<file path="src/rtl/serial_twos_comp_array.sv">
// Bit-serial, LSB-first two's-complement negation for CH lanes that share one word framing.
// Each lane either negates or passes its word and flags -2^(W-1) in negate mode.
module serial_twos_comp_array #(
    parameter int W  = 8,
    parameter int CH = 4
) (
    input  logic          clk,
    input  logic          r,
    input  logic          in_valid,
    input  logic          in_sof,
    input  logic [CH-1:0] neg_en,
    input  logic [CH-1:0] i,
    output logic          out_valid,
    output logic [CH-1:0] y,
    output logic          out_last,
    output logic [CH-1:0] ovf
);
    localparam int CW = $clog2(W);
    localparam logic [CW-1:0] LAST_IDX = CW'(W - 1);

    logic [CW-1:0] cnt_q, cnt_d;
    logic [CH-1:0] seen_q, seen_d;
    logic [CH-1:0] mode_q, mode_d;
    logic          out_valid_q, out_valid_d;
    logic          out_last_q, out_last_d;
    logic [CH-1:0] y_q, y_d;
    logic [CH-1:0] ovf_q, ovf_d;

    logic [CW-1:0] bit_idx;
    logic          first_bit, last_bit;
    logic [CH-1:0] seen_cur, mode_cur;

    // A start-of-word bit is bit 0 regardless of where the counter stands.
    // Bit 0 also reloads the mode and clears seen_one, so no idle cycle is
    // needed between words.
    always_comb begin
        bit_idx   = in_sof ? '0 : cnt_q;
        first_bit = (bit_idx == '0);
        last_bit  = (bit_idx == LAST_IDX);
        seen_cur  = first_bit ? '0 : seen_q;
        mode_cur  = first_bit ? neg_en : mode_q;

        // NOTE: every combinational output gets a default first, so no latch is inferred.
        cnt_d       = cnt_q;
        seen_d      = seen_q;
        mode_d      = mode_q;
        y_d         = y_q;
        out_valid_d = 1'b0;
        out_last_d  = 1'b0;
        ovf_d       = '0;

        if (in_valid) begin
            cnt_d       = last_bit ? '0 : bit_idx + 1'b1;
            seen_d      = seen_cur | i;
            mode_d      = mode_cur;
            y_d         = i ^ (mode_cur & seen_cur);
            out_valid_d = 1'b1;
            out_last_d  = last_bit;
            ovf_d       = {CH{last_bit}} & mode_cur & ~seen_cur & i;
        end
    end

    // NOTE: sequential state uses non-blocking assignments only.
    always_ff @(posedge clk) begin
        if (r) begin
            cnt_q       <= '0;
            seen_q      <= '0;
            mode_q      <= '0;
            y_q         <= '0;
            out_valid_q <= 1'b0;
            out_last_q  <= 1'b0;
            ovf_q       <= '0;
        end else begin
            cnt_q       <= cnt_d;
            seen_q      <= seen_d;
            mode_q      <= mode_d;
            y_q         <= y_d;
            out_valid_q <= out_valid_d;
            out_last_q  <= out_last_d;
            ovf_q       <= ovf_d;
        end
    end

    assign out_valid = out_valid_q;
    assign y         = y_q;
    assign out_last  = out_last_q;
    assign ovf       = ovf_q;

endmodule

</file>
<file path="config.mk">
export PLATFORM = sky130hd
export DESIGN_NAME = serial_twos_comp_array
export DESIGN_NICKNAME = d
export VERILOG_FILES = /design/src/rtl/serial_twos_comp_array.sv
export SDC_FILE = /design/constraint.sdc
export NUM_CORES = 1
export LEC_CHECK = 0
export BUFFER_PORTS_ARGS = -buffer_cell sky130_fd_sc_hd__buf_2
export CAP_MARGIN = 20
export CORE_UTILIZATION = 50
export DETAILED_ROUTE_END_ITERATION = 8
export PLACE_DENSITY = 0.82
export SLEW_MARGIN = 15
export SYNTH_ARGS = -nofsm -noshare
export SYNTH_HDL_FRONTEND = slang
export SYNTH_SLANG_ARGS = --single-unit
</file>
<file path="constraint.sdc">
create_clock -name clk -period 3 [get_ports clk]
set_input_delay 0.15 -clock clk [delete_from_list [all_inputs] [get_ports clk]]
set_output_delay 0.15 -clock clk [all_outputs]
set_load 0.02 [all_outputs]
</file>
==> impl_metrics.csv <==
group,metric,value,unit
status,outcome,"completed",
die,core_area,1980,sq um
die,dieArea,2340,sq um
routing,vias,938,
die,rows,16,
final_layout,fill_cells,199,
final_layout,drive_above_1_share,23.9,%
grt,grt_pass1_vias,867,
grt,grt_pass1_wl,3580,um
clock_tree,cts_setup_buffers,0,
placement,gp_congestion,0.825,
worst_setup_path,worstPathRequired,3.20,ns
synthesis,netlist_instances,123,
final_layout,syn2layout_area_growth,7.34,%
worst_setup_path,r2r_cells,5,
worst_setup_path,max_stage_delay,0.45,ns
routing,ant_nets,0,
routing,drc,0,
worst_hold_path,hold_class,"primary input to flop",
job,cap_violations,0,
routing,drt_iter0_markers,40,
sta,hold_viol,0,
routing,viasPerCell,5.68,
clock_tree,clockRootBuffer,"clkbuf_4",
routing,dr.pass1.iters,4,
worst_hold_path,hold_path.startpoint,"i[3]",
placement,dpl_cell_area,1120,sq um
synthesis,synth.avg_cell_area,8.73,sq um
routing,wl_per_cell,13.3,um
synthesis,synth_top_area_share,39.2,%
clock_tree,cts-buffers-inserted,3,
grt,overflow,0,
synthesis,synth_area_leaders,"dfxtp_1, a21oi_1, nand3_1",
final_layout,fin_nets,154,
power_and_ir_drop,peakVddDrop,0.274,mV
worst_setup_path,slowest_stage,"ha_1",
power_and_ir_drop,leakagePower,0.504,nW
grt,grtUsageTotal,19.3,%
synthesis,syn-num-nets,138,
synthesis,yosysWarnings,0,
final_layout,fin_util,58.1,%
clock_tree,cts-resized-gates,0,
placement,dp_hpwl,1470,um
sta,min_period_over_period,54.3,%
synthesis,yosysTopAreaCell,"dfxtp_1",
clock_tree,insertion_delay,0.31,ns
worst_setup_path,crit_chain,"nand2b_1 -> ha_1 -> inv_2 -> o31ai_1 -> a21oi_1",
sta,slew_headroom,69.6,%
clock_tree,clockBufferDepth,2,
clock_tree,cts.htree.levels,1,
synthesis,ys_ff_latch,21,
placement,io_buffers,21,
synthesis,yosysSeqAreaShare,39.2,%
routing,wl,2200,um
power_and_ir_drop,powerDensity,443,nW/um^2
clock_tree,clock_sinks,21,
worst_setup_path,worstSetupPathType,"flop to flop",
sta,rsz0062_at_grt,"false",
sta,worstMarginPinSlew,0.456,ns
clock_tree,hold_buffers,0,
worst_setup_path,crit_path_max_fanout,16,
synthesis,netlist_area,1070,sq um
grt,antenna_found_initial,0,
worst_setup_path,end_kind,"flop",
final_layout,diodes,0,
worst_setup_path,r2r-end,"mode_q[1]",
clock_tree,path_clk_slew,0.13,ns
final_layout,postLayoutCellArea,1150,sq um
die,initial_core_util,54.2,%
power_and_ir_drop,p_total,0.511,mW
sta,skew,0.00568,ns
worst_setup_path,worstReg2RegStart,"cnt_q[0]",
sta,setup_tns,0,ns
worst_setup_path,cp.arrival,1.82,ns
grt,grt_max_degree,23,
sta,post-route-min-period,1.63,ns
final_layout,final_cell_mix,"dfxtp_1, buf_2, a21oi_1",
sta,slew_violations,0,
synthesis,ys_types,26,
worst_setup_path,crit_path_start_kind,"flop",
clock_tree,cts_tree,"built",
worst_hold_path,min_to,"ovf[3]",
die,die_height,48.3,um
worst_setup_path,reg2reg_slack,1.37,ns
sta,timing.fmax,614,MHz
worst_hold_path,hold_depth,3,
die,fp.dieW,48.3,um
sta,finalSetupViolations,0,
die,io_pins,22,
-- worst max-delay path, delay by kind of cell (launching register included) --
family	cells	cell delay, ns
adders and majority gates	1	0.45
buffers and inverters	1	0.23
DFF	1	0.33
AOI/OAI and AO/OA	2	0.39
and+or+nand+nor	1	0.10
-- layout make-up --
| cell class | instances | area [sq um] | share of cell area (%) |
|---|---|---|---|
| Clock inverter | 1 | 5.00 | 0.434 |
| Tap cell | 27 | 33.8 | 2.93 |
| Sequential cell | 21 | 420 | 36.5 |
| Multi-Input combinational cell | 86 | 541 | 46.9 |
| Inverter | 6 | 25.0 | 2.17 |
| Clock buffer | 3 | 22.5 | 1.95 |
| Timing Repair Buffer | 21 | 105 | 9.12 |
-- cell usage after synthesis (all sizes together) --
master   count
a211oi       1
ha           3
a21oi       16
o31ai        8
nor2         4
inv          6
o211ai       4
dfxtp       21
nand2       12
nor3b        4
nor2b        4
clkbuf       1
and3b        1
nand3       12
buf          9
o2111ai      4
mux2i        2
nand2b       3
o21ai        4
nand4        4
-- logic make-up after synthesis --
kind of cell    count (synthesis)  share of synthesized area [%]
fa+ha+maj                       3                           3.50
compound gates                 37                           21.7
flops                          21                           39.2
simple gates                   44                           23.3
buf+inv                        16                           10.5
mux                             2                           1.86
-- report_power, final --
part,internal [mW],switching (mW),leakage [nW]
Sequential,0.291,0.00881,0.172
Clock,0.0498,0.0922,0.0177
Combinational,0.0259,0.0429,0.314
Total,0.367,0.144,0.504
-- how the worst max path moves through the flow --
stage / endpoint / from / slack [ns] / cells past startpoint
3_5_place_dp: mode_q[2] / cnt_q[0] / 1.41 / 5
6_report: mode_q[1] / cnt_q[0] / 1.37 / 5
4_1_cts: mode_q[2] / cnt_q[0] / 1.40 / 5
2_1_floorplan: ovf[0] / cnt_q[0] / 1.74 / 8
3_3_place_gp: seen_q[1] / cnt_q[0] / 1.48 / 5
5_1_grt: seen_q[0] / cnt_q[0] / 1.22 / 5
-- registers in the layout, indices dropped and copies added, names as in the netlist --
name       count
mode_q         4
ovf            4
seen_q         4
y              4
cnt_q          3
out_last       1
out_valid      1
-- through the flow --
step                      setup WS [ns]  hold slack, ns  instances
after floorplan                    1.74           0.266        123
after detailed placement           1.41           0.414        161
final                              1.37          0.0779        165
after global placement             1.48           0.414        161
after global routing               1.22          0.0700        165
after CTS                          1.40          0.0777        165
-- metal layers --
metal	GRT usage, %	routed length, um	vias to the layer above
li1	-	-	472
met1	22.0	960	442
met2	34.5	1130	20
met3	3.46	82	4
met4	9.31	27	0
met5	0	0	-
(Power assumes the default switching activity.)
